--- src/rtl/imm_gen_pipe.sv ---
`timescale 1ns/1ps
// -----------------------------------------------------------------------------
// imm_gen_pipe
//
// Pipelined RISC-V immediate generator for the decode stage. One instruction
// per cycle is accepted over a valid/ready handshake. The format is decoded
// from the opcode, and the sign-extended XLEN immediate, a format code and the
// caller's sideband tag are presented one cycle later. An output register plus
// a one-entry skid register keep the input ready registered while absorbing
// backpressure without losing or reordering entries.
//
// Parameters
//   XLEN   immediate/output width, 32 or 64
//   TAG_W  sideband tag width
//   CNT_W  statistics counter width (only meaningful with IMMGEN_STATS_EN)
//
// Optional feature macro: IMMGEN_STATS_EN
//   When defined, stat_total / stat_branch ports exist and count accepted
//   instructions (all / B-type), saturating, cleared synchronously by stat_clr.
//   When undefined, stat_clr is ignored and no counters are built.
//
// Ports
//   clk          rising-edge clock
//   rst_n        asynchronous active-low reset
//   in_valid     instruction present
//   in_ready     block can accept (registered)
//   in_instr     raw 32-bit instruction word
//   in_tag       sideband tag, passed through unchanged
//   out_valid    out_imm / out_type / out_tag valid
//   out_ready    consumer accepts
//   out_imm      sign-extended immediate
//   out_type     0 NONE, 1 I, 2 S, 3 B, 4 U, 5 J
//   out_tag      tag belonging to out_imm
//   stat_clr     synchronous counter clear
//   stat_total   accepted instructions   (IMMGEN_STATS_EN only)
//   stat_branch  accepted B-type instrs  (IMMGEN_STATS_EN only)
// -----------------------------------------------------------------------------
module imm_gen_pipe #(
  parameter int XLEN  = 32,
  parameter int TAG_W = 5,
  parameter int CNT_W = 16
) (
  input  logic             clk,
  input  logic             rst_n,
  input  logic             in_valid,
  output logic             in_ready,
  input  logic [31:0]      in_instr,
  input  logic [TAG_W-1:0] in_tag,
  output logic             out_valid,
  input  logic             out_ready,
  output logic [XLEN-1:0]  out_imm,
  output logic [2:0]       out_type,
  output logic [TAG_W-1:0] out_tag,
  input  logic             stat_clr
`ifdef IMMGEN_STATS_EN
  ,
  output logic [CNT_W-1:0] stat_total,
  output logic [CNT_W-1:0] stat_branch
`endif
);

  if (XLEN != 32 && XLEN != 64) begin : g_bad_xlen
    $error("imm_gen_pipe: XLEN must be 32 or 64");
  end

  typedef enum logic [2:0] {
    IMM_NONE = 3'd0,
    IMM_I    = 3'd1,
    IMM_S    = 3'd2,
    IMM_B    = 3'd3,
    IMM_U    = 3'd4,
    IMM_J    = 3'd5
  } imm_type_e;

  typedef struct packed {
    logic [XLEN-1:0]  imm;
    imm_type_e        typ;
    logic [TAG_W-1:0] tag;
  } entry_t;

  localparam logic [6:0] OP_IMM    = 7'b0010011;
  localparam logic [6:0] OP_LOAD   = 7'b0000011;
  localparam logic [6:0] OP_JALR   = 7'b1100111;
  localparam logic [6:0] OP_STORE  = 7'b0100011;
  localparam logic [6:0] OP_BRANCH = 7'b1100011;
  localparam logic [6:0] OP_LUI    = 7'b0110111;
  localparam logic [6:0] OP_AUIPC  = 7'b0010111;
  localparam logic [6:0] OP_JAL    = 7'b1101111;

  // ---------------------------------------------------------------------------
  // Decode. Every format is first assembled as a sign-extended 32-bit value;
  // the final signed width cast then extends bit 31 up to XLEN, which is what
  // the U format needs on RV64 and is a no-op on RV32.
  // ---------------------------------------------------------------------------
  logic [31:0] imm32;
  imm_type_e   dec_type;
  entry_t      dec;

  // NOTE: every signal driven here gets a default first, so no path through
  // the case can leave it unassigned and infer a latch.
  always_comb begin
    imm32    = '0;
    dec_type = IMM_NONE;
    unique case (in_instr[6:0])
      OP_IMM, OP_LOAD, OP_JALR: begin
        imm32    = {{20{in_instr[31]}}, in_instr[31:20]};
        dec_type = IMM_I;
      end
      OP_STORE: begin
        imm32    = {{20{in_instr[31]}}, in_instr[31:25], in_instr[11:7]};
        dec_type = IMM_S;
      end
      OP_BRANCH: begin
        imm32    = {{19{in_instr[31]}}, in_instr[31], in_instr[7],
                    in_instr[30:25], in_instr[11:8], 1'b0};
        dec_type = IMM_B;
      end
      OP_LUI, OP_AUIPC: begin
        imm32    = {in_instr[31:12], 12'b0};
        dec_type = IMM_U;
      end
      OP_JAL: begin
        imm32    = {{11{in_instr[31]}}, in_instr[31], in_instr[19:12],
                    in_instr[20], in_instr[30:21], 1'b0};
        dec_type = IMM_J;
      end
      default: begin
        // Unknown opcodes still flow through the pipe as NONE with imm 0.
        imm32    = '0;
        dec_type = IMM_NONE;
      end
    endcase
  end

  always_comb begin
    dec.imm = XLEN'($signed(imm32));
    dec.typ = dec_type;
    dec.tag = in_tag;
  end

  // ---------------------------------------------------------------------------
  // Output register O and skid register K.
  // in_ready is just !k_valid, so it comes straight from a flop. While K is
  // full the input is closed; the next free output slot drains K into O.
  // ---------------------------------------------------------------------------
  logic   o_valid;
  entry_t o_data;
  logic   k_valid;
  entry_t k_data;

  logic accept;
  logic o_free;    // O is empty or is being consumed this cycle
  logic k_to_o;
  logic dec_to_o;
  logic dec_to_k;

  always_comb begin
    accept   = in_valid && !k_valid;
    o_free   = !o_valid || out_ready;
    k_to_o   = o_free && k_valid;
    dec_to_o = o_free && !k_valid && accept;
    dec_to_k = !o_free && accept;
  end

  // NOTE: sequential state is updated with non-blocking assignments only, so
  // every flop samples the pre-edge values regardless of statement order.
  always_ff @(posedge clk or negedge rst_n) begin
    if (!rst_n) begin
      o_valid <= 1'b0;
      o_data  <= '0;
      k_valid <= 1'b0;
    end else begin
      if (o_free) begin
        o_valid <= k_valid || accept;
      end
      if (k_to_o) begin
        o_data <= k_data;
      end else if (dec_to_o) begin
        o_data <= dec;
      end

      if (k_to_o) begin
        k_valid <= 1'b0;
      end else if (dec_to_k) begin
        k_valid <= 1'b1;
      end
    end
  end

  // NOTE: the skid payload has no reset on purpose; it is only ever read when
  // k_valid is set, and k_valid itself is reset.
  always_ff @(posedge clk) begin
    if (dec_to_k) begin
      k_data <= dec;
    end
  end

  assign in_ready  = !k_valid;
  assign out_valid = o_valid;
  assign out_imm   = o_data.imm;
  assign out_type  = o_data.typ;
  assign out_tag   = o_data.tag;

  // ---------------------------------------------------------------------------
  // Optional statistics. Clear has priority over a same-cycle accept.
  // ---------------------------------------------------------------------------
`ifdef IMMGEN_STATS_EN
  logic [CNT_W-1:0] cnt_total;
  logic [CNT_W-1:0] cnt_branch;

  always_ff @(posedge clk or negedge rst_n) begin
    if (!rst_n) begin
      cnt_total  <= '0;
      cnt_branch <= '0;
    end else if (stat_clr) begin
      cnt_total  <= '0;
      cnt_branch <= '0;
    end else if (accept) begin
      if (!(&cnt_total)) begin
        cnt_total <= cnt_total + CNT_W'(1);
      end
      if (dec_type == IMM_B && !(&cnt_branch)) begin
        cnt_branch <= cnt_branch + CNT_W'(1);
      end
    end
  end

  assign stat_total  = cnt_total;
  assign stat_branch = cnt_branch;
`else
  // Counters are not built; the clear input and counter width are unused.
  logic              unused_stat_clr;
  localparam int     unused_cnt_w = CNT_W;
  assign unused_stat_clr = stat_clr;
`endif

endmodule

--- config.mk ---
export PLATFORM = sky130hd
export DESIGN_NAME = imm_gen_pipe
export DESIGN_NICKNAME = d
export VERILOG_FILES = /design/src/rtl/imm_gen_pipe.sv
export SDC_FILE = /design/constraint.sdc
export NUM_CORES = 1
export LEC_CHECK = 0
export BUFFER_PORTS_ARGS = -buffer_cell sky130_fd_sc_hd__buf_4
export CORE_MARGIN = 2
export CORE_UTILIZATION = 48
export CTS_BUF_LIST = sky130_fd_sc_hd__clkbuf_8 sky130_fd_sc_hd__clkbuf_16
export DETAILED_ROUTE_END_ITERATION = 10
export PLACE_DENSITY = 0.73
export SYNTH_ARGS = -nofsm -noshare
export SYNTH_HDL_FRONTEND = slang
export SYNTH_SLANG_ARGS = --single-unit
--- constraint.sdc ---
create_clock -name clk -period 2.4 [get_ports clk]
set_input_delay 0.48 -clock clk [delete_from_list [all_inputs] [get_ports clk]]
set_output_delay 0.48 -clock clk [all_outputs]
set_load 0.03 [all_outputs]
After elaboration in Yosys (flattened, before gate mapping):

Index checks and enable logic that the tools add are counted.

* register bits: 82
* output and inout bits: 42
* input bits: 42
* logic and storage cells: 36

* multiplexer cells: 6
* reduce and logical (&&, ||, !) cells: 14
* equal/unequal tests: 8

Operator list (number)
* $pmux W32 S5: 1
* $mux W40: 2
* $eq A7 B7 Y1 const B: 3
* $pmux W3 S5: 1
* $eq A7 B5 Y1 const B: 2
* $eq A7 B6 Y1 const B: 2
* $eq A7 B2 Y1 const B: 1
* $logic_and A1 B1 Y1: 5
* $reduce_bool A2 Y1: 2
* $logic_not A1 Y1: 3
* $reduce_or A3 Y1: 1
* $logic_or A1 B1 Y1: 2
* $mux W1: 2
* $reduce_or A2 Y1: 1

Logic depth before layout (Yosys ltp):

Gate-level depths: netlist of the first run.

* word-level depth: 6
* depth in mapped cells: 6
* mapped depth without buffers: 4

Least setup slack after synthesis of the first run:

OpenSTA, ideal clock, no wires.

* kind: register to register
* from: reg o_valid, in the netlist out_valid
* to: reg k_data[0] in the netlist's numbering, enable pin
* setup time: 0.401 ns
* arrival time: 2.123 ns
* stages on the path, launching flop included: 4
* path slack: -0.125 ns
* buffers on the path: 1
* required time: 1.999 ns
* period minus slack after synthesis: 2.525 ns
* cells stage by stage: dfrtp_1 -> nor2b_1 -> clkbuf_1 -> and3_1

* cells in the longest elaborated chain, start to end: 4

RTL lines
* start, declared: line 146 `logic o_valid;`
* start signal, assigned: line 174 `o_valid <= k_valid || accept;`
* $logic_not A1 Y1: line 159 `o_free = !o_valid || out_ready;`
* $logic_or A1 B1 Y1: line 159
* $logic_not A1 Y1: line 162 `dec_to_k = !o_free && accept;`
* $logic_and A1 B1 Y1: line 162
* net dec_to_k: line 155 `logic dec_to_k;`
* end signal, assigned: line 194 `k_data <= dec;`
* end, declared: line 149 `entry_t k_data;`

The timed path passes the listed nets, and every way through them passes these cells.
A chain may end at the register's enable or synchronous reset.

Worst setup path in the final report of the first run:

* from: reg o_valid, in the netlist out_valid
* to: reg o_data, in the netlist out_imm[28]

* cells in the longest elaborated chain, start to end: 5
* elaborated cells between the ends (all ways): 7
* those cells by class: mux: 1; reduce/logical: 6

RTL lines
* $logic_not A1 Y1 (*): line 159
* $logic_or A1 B1 Y1 (*): line 159
* $logic_and A1 B1 Y1 (2 in series): line 161 `dec_to_o = o_free && !k_valid && accept;`
* $reduce_bool A2 Y1 (no line)
* end signal, assigned: line 177 `o_data <= k_data;`
* end, declared: line 147 `entry_t o_data;`

Mark *: on every way between the ends. The rest lies on a longest branch, timed or not.

==> impl_metrics.yaml, run 1 <==
synth:
  synth_cells: 323
  synth_compound_area_share_pct: 17.2
  synth_top_family_by_area: "compound AO/OA/AOI/OAI gates"
  synth_top_area_share_pct: 33.8
  synth.mux.area_fraction_pct: 0.316
  avgSynthCellArea_um2: 11.0
  synthTopCellsByArea: "edfxtp_1 (34%), dfrtp_1 (30%), nand2_1 (5.6%)"
  synth.yosys.warnings: 0
  synth_nets: 365
  synthFlopType: "dfrtp_1"
  synth.distinct_cells: 39
  synth_seq_cells: 82
  yosysTopAreaCell: "edfxtp_1"
  synth_enable_flop_cells: 40
  synth_area_mm2: 0.00356
  synth_fa_ha_area_share_pct: 0
  ys_async_sr_fraction_pct: 51.2
  yosysSeqAreaShare_pct: 63.3
  synthSimpleGateAreaFrac_pct: 15.3
  synth_xor_area_share_pct: 0
clock_tree:
  cts_tree: "yes"
  htreeDepth: 3
  post_cts_buffers: 0
  clockRootBuffer: "clkbuf_8"
  ctsHoldBuffers: 0
  clk_latency_ns: 0.35
  path_clk_slew_ns: 0.08
  clk_path_buf_depth: 2
  cts_resized: 0
  clock_sinks: 82
  cts_made_buffers: 9
global_routing:
  grt_overflow: 0
  grt_max_degree: 43
  grt_pass1_vias: 2923
  grt_busiest_layer: "met2"
  use_met2_pct: 36.1
  met3_usage_pct: 5.03
  grt_first_pass_wirelength_um: 14400
  grt.total_usage_pct: 22.6
  gr-usage-met1_pct: 30.0
  grt_antenna_before_repair: 0
placed_design:
  place_congestion: 0.824
  dp_hpwl_um: 5780
  io_buffers: 82
detailed_routing:
  wl_per_cell_um: 17.3
  avgViaCountPerCell: 5.54
  ant_nets: 0
  drc: 0
  vias: 2827
  drt_iter0_markers: 180
  wl_um: 8800
  firstDrtPassIters: 5
timing:
  max_freq_mhz: 511
  hold_viol: 0
  slew_headroom_pct: 33.4
  setup_viol_count_final: 0
  finClkSkew_ns: 0.00775
  rsz0062_at_grt: "no"
  fin_crit_ns: 1.96
  finalMaxSlewViolations: 0
  tightest_slew_ns: 0.997
  finalSetupTns_ns: 0
  fin_crit_sh_pct: 81.6
worst_setup_path:
  endpoint_kind: "flop"
  cp.required_ns: 2.60
  r2r_slack_ns: 0.44
  critPathArrivalTime_ns: 2.15
  path_max_fanout: 11
  cp-start-kind: "flop"
  worstReg2RegEnd: "out_imm[28]"
  timing.rr.start: "out_valid"
  startpoint: "out_valid"
  worstSetupPathType: "reg -> reg"
  r2r_cells: 4
  cp-endpoint: "out_imm[28]"
power:
  p_per_area_mw_per_mm2: 804
  vdd_ir_drop_max_v: 0.000459
  leakage_nw: 1.95
layout:
  antenna_cells: 0
  nets: 448
  final_util_pct: 62.1
  layout-drive-gt1-share_pct: 29.0
  num-fill-cells: 649
  area_delta_synth_final_pct: 25.8
outcome:
  status: "finished, final reports clean"
floorplanning:
  core_area_mm2: 0.00721
  rows: 31
  die_w_um: 90.1
  initial_core_util_pct: 49.3
  io_pins: 84
  die_area_mm2: 0.00812
  dieHeight_um: 90.1
min_path:
  hold_path_class: "in -> async"
flow_run:
  cap_violations: 0
==> cell usage after synthesis, drive strengths merged, types with 2 or more instances <==
| library cell | n |
|---|---|
| a211oi | 2 |
| a21o | 2 |
| a21oi | 28 |
| a22oi | 6 |
| a31oi | 10 |
| buf | 6 |
| clkbuf | 13 |
| dfrtp | 42 |
| edfxtp | 40 |
| inv | 14 |
| nand2 | 53 |
| nand2b | 2 |
| nand3 | 4 |
| nor2 | 10 |
| nor2b | 2 |
| o21ai | 30 |
| o22ai | 19 |
| o32ai | 2 |
| or3 | 24 |
==> metal layers <==
layer	wire length, µm	share of wire (%)
met3	627	7.1
met4	124	1.4
met2	4220	48
met5	0	0
met1	3830	44
==> stage by stage <==
step                      cells  power (W)  instance area (µm²)  hold slack (ns)  setup WS, ns
after CTS                   510    0.00363                 4480            0.133         0.431
final                       510    0.00360                 4480            0.121         0.442
after global routing        510    0.00374                 4480            0.158         0.307
after detailed placement    494    0.00265                 4280            0.469         0.227
after global placement      494    0.00263                 4280            0.450         0.279
after floorplan             323    0.00226                 3560            0.184         0.291
==> cells by family after synthesis <==
| kind of cell | count (synthesis) |
|---|---|
| and+or+nand+nor | 105 |
| AOI/OAI and AO/OA | 102 |
| DFF | 82 |
| buffers and inverters | 33 |
| muxes | 1 |
==> layout by cell type, fill, tap and decap left out, drive strengths merged <==
master     n
nand2b     2
inv       14
a22oi      6
o32ai      2
bufinv     1
nor2      10
clkbuf     9
nand4bb    1
nor2b      2
a21oi     28
and2       1
clkinvlp   1
nand3      4
nand3b     1
clkinv     5
and2b      1
a21o       2
edfxtp    40
nor3       1
o21ai     30
a211oi     2
o211ai     1
or3       24
a221oi     1
a21boi     1
or3b       1
or2        1
buf       91
dfrtp     42
nor3b      1
o22ai     19
nand2     53
nand4b     1
mux2       1
and3       1
a31oi     10
==> where the power goes <==
group / switching (W) / internal (W)
clock network: 0.000504 / 0.000478
logic: 0.000558 / 0.000330
registers: 0.0000892 / 0.00164
total: 0.00115 / 0.00245
==> sequential cells by signal (all words and copies together) (netlist names) <==
signal and cells:
k_data 40, out_imm 32, out_tag 5, out_valid 1, k_valid 1, out_type 3
==> how the worst min path moves through the flow <==
stage	start	end	slack, ns
floorplan	rst_n	k_valid	0.18
global placement	k_data[7]	out_type[2]	0.45
detailed placement	k_data[6]	out_type[1]	0.47
CTS	rst_n	out_imm[15]	0.13
global route	rst_n	out_imm[16]	0.16
finish	rst_n	out_imm[16]	0.12
==> worst max-delay path, cell delays in order, from the launching register on <==
cell and delay, ns:
dfrtp_1 0.40, nor2b_1 0.19, nor3_2 0.20, a21boi_1 0.83, a21oi_1 0.17
==> final cells by class <==
type / instances / area [µm²] / share of cell area [%]
well taps: 99 / 124 / 2.77
multi-input cells: 208 / 1170 / 26.2
inverters: 14 / 52.6 / 1.17
repair buffers: 91 / 683 / 15.3
clock buffers: 9 / 124 / 2.77
flip-flops and latches: 82 / 2250 / 50.3
clock inverters: 7 / 70.1 / 1.57
(Power assumes the default switching activity.)
==> run 2, diff against run 1 <==
--- a/config.mk
+++ b/config.mk
@@ -7,10 +7,10 @@
 export LEC_CHECK = 0
 export BUFFER_PORTS_ARGS = -buffer_cell sky130_fd_sc_hd__buf_4
 export CORE_MARGIN = 2
-export CORE_UTILIZATION = 48
+export CORE_UTILIZATION = 53
 export CTS_BUF_LIST = sky130_fd_sc_hd__clkbuf_8 sky130_fd_sc_hd__clkbuf_16
 export DETAILED_ROUTE_END_ITERATION = 10
-export PLACE_DENSITY = 0.73
+export PLACE_DENSITY = 0.77
 export SYNTH_ARGS = -nofsm -noshare
 export SYNTH_HDL_FRONTEND = slang
 export SYNTH_SLANG_ARGS = --single-unit
==> constraint.sdc (replaced) <==
create_clock -name clk -period 1.9 [get_ports clk]
set_input_delay 0.38 -clock clk [delete_from_list [all_inputs] [get_ports clk]]
set_output_delay 0.38 -clock clk [all_outputs]
set_load 0.03 [all_outputs]
==> run 2 against run 1 <==
Compared with the run above:
- register-to-register slack got worse by 0.18 ns
- routed wire length increased by 3.0%
- clock power increased by 42%
- hold slack got worse by 0.11 ns
- sequential cell count unchanged
- setup slack got worse by 0.36 ns
- highest routed layer unchanged
==> impl_metrics.yaml, run 2 (synthesis results as in run 1) <==
clock_tree:
  htreeDepth: 3
  clock_sinks: 82
  clk_path_buf_depth: 2
  post_cts_buffers: 0
  path_clk_slew_ns: 0.08
  clk_latency_ns: 0.35
  cts_made_buffers: 9
  cts_tree: "yes"
  ctsHoldBuffers: 0
  clockRootBuffer: "clkbuf_8"
layout:
  largest_reg_flops: 40
  antenna_cells: 0
  nets: 454
  regMostFlops: "k_data"
  layout-drive-gt1-share_pct: 30.2
  layout_commonest_cell: "buf_4"
  final_cell_mix: "buf_4 (93), nand2_1 (53), dfrtp_1 (42)"
  area_delta_synth_final_pct: 28.6
worst_setup_path:
  cp-start-kind: "flop"
  cp_slowest_cell: "dfrtp_1"
  cp.required_ns: 1.52
  cp_slowest_stage_delay_ns: 0.42
  crit_buf_inv: 4
  worstSetupPathType: "reg -> out"
  crit_top_cell: "buf_4"
  path_max_fanout: 22
  critPathArrivalTime_ns: 1.44
  endpoint_kind: "output port"
  crit_family: "buffers and inverters"
  path_cells: "buf_4 -> inv_4 -> buf_8 -> buf_4"
power:
  p_per_area_mw_per_mm2: 1040
  p_total_w: 0.00474
  vdd_ir_drop_max_v: 0.000678
  leakage_nw: 2.01
global_routing:
  use_met2_pct: 42.4
  grt_busiest_layer: "met2"
  grt_first_pass_wirelength_um: 14900
  gr-usage-met1_pct: 34.3
  grt_max_degree: 43
  grt_pass1_vias: 2982
  grt_overflow: 0
  grt_antenna_before_repair: 0
  grt.total_usage_pct: 26.3
  met3_usage_pct: 6.54
outcome:
  status: "finished, final reports clean"
timing:
  hold_viol: 0
  fin_crit_sh_pct: 95.8
  finalMaxSlewViolations: 0
  fin_crit_ns: 1.82
  finClkSkew_ns: 0.00985
  max_freq_mhz: 549
  slew_headroom_pct: 62.3
  finalSetupTns_ns: 0
  setup_viol_count_final: 0
  tightest_slew_ns: 0.562
  setup_ws_ns: 0.0798
  rsz0062_at_grt: "no"
placed_design:
  dp_slack_ns: -0.0376
  io_buffers: 82
  place_congestion: 0.916
  dp_hpwl_um: 6110
floorplanning:
  initial_core_util_pct: 55.4
  io_pins: 84
  die_area_mm2: 0.00739
  core_area_mm2: 0.00642
  die_w_um: 85.9
  rows: 29
  dieHeight_um: 85.9
detailed_routing:
  wl_per_cell_um: 18.4
  drt_iter0_markers: 241
  avgViaCountPerCell: 5.92
  vias: 2923
  ant_nets: 0
  wl_um: 9070
  firstDrtPassIters: 4
  drc: 0
min_path:
  hold_path_class: "in -> async"
flow_run:
  cap_violations: 0
[run 2: where the power goes]
group          total (W)  switching (W)  internal [W]
registers        0.00219       0.000115       0.00207
logic            0.00115       0.000715      0.000440
clock network    0.00140       0.000629      0.000767
total            0.00474        0.00146       0.00328
[run 2: area by class of cell]
class / count / area [µm²]
Timing Repair Buffer: 97 / 773
Fill cell: 469 / 1850
Clock inverter: 6 / 81.3
Multi-Input combinational cell: 208 / 1180
Tap cell: 77 / 96.3
Sequential cell: 82 / 2250
Inverter: 14 / 55.1
Clock buffer: 10 / 138
[run 2: worst paths after layout]
| check | startpoint | endpoint | slack, ns | depth (start not counted) |
|---|---|---|---|---|
| min in group clk | in_tag[2] | k_data[2] | 0.21 | 1 |
| worst max register to register | out_valid | out_imm[9] | 0.26 | 5 |
| max in group asynchronous | rst_n | out_imm[14] | 1.50 | 1 |
| worst max-delay path | k_valid | in_ready | 0.08 | 4 |
| worst min-delay path | rst_n | out_imm[8] | 0.008 | 1 |
| worst min register to register | k_data[7] | out_type[2] | 0.46 | 2 |
[run 2: through the flow]
stage	util [%]	area [µm²]	hold slack (ns)	std cells
2_1_floorplan	-	3570	0.0844	323
3_3_place_gp	67.6	4340	0.413	478
3_5_place_dp	67.6	4340	0.410	478
4_1_cts	71.2	4570	0.0335	494
5_1_grt	71.3	4580	0.0461	494
6_report	71.3	4580	0.00758	494
[run 2: per-layer routing]
layer,vias up,part of all wire (%),routed length (µm)
li1,1353,-,-
met2,113,50,4540
met5,-,0,0
met3,14,7.7,699
met1,1443,40,3670
met4,0,1.8,166
[run 2: repair_timing]
item	CTS	global route
pin swaps	0	0
endpoints found under the setup margin	1	12
endpoints found under the hold margin	0	0
resized for setup	2	2
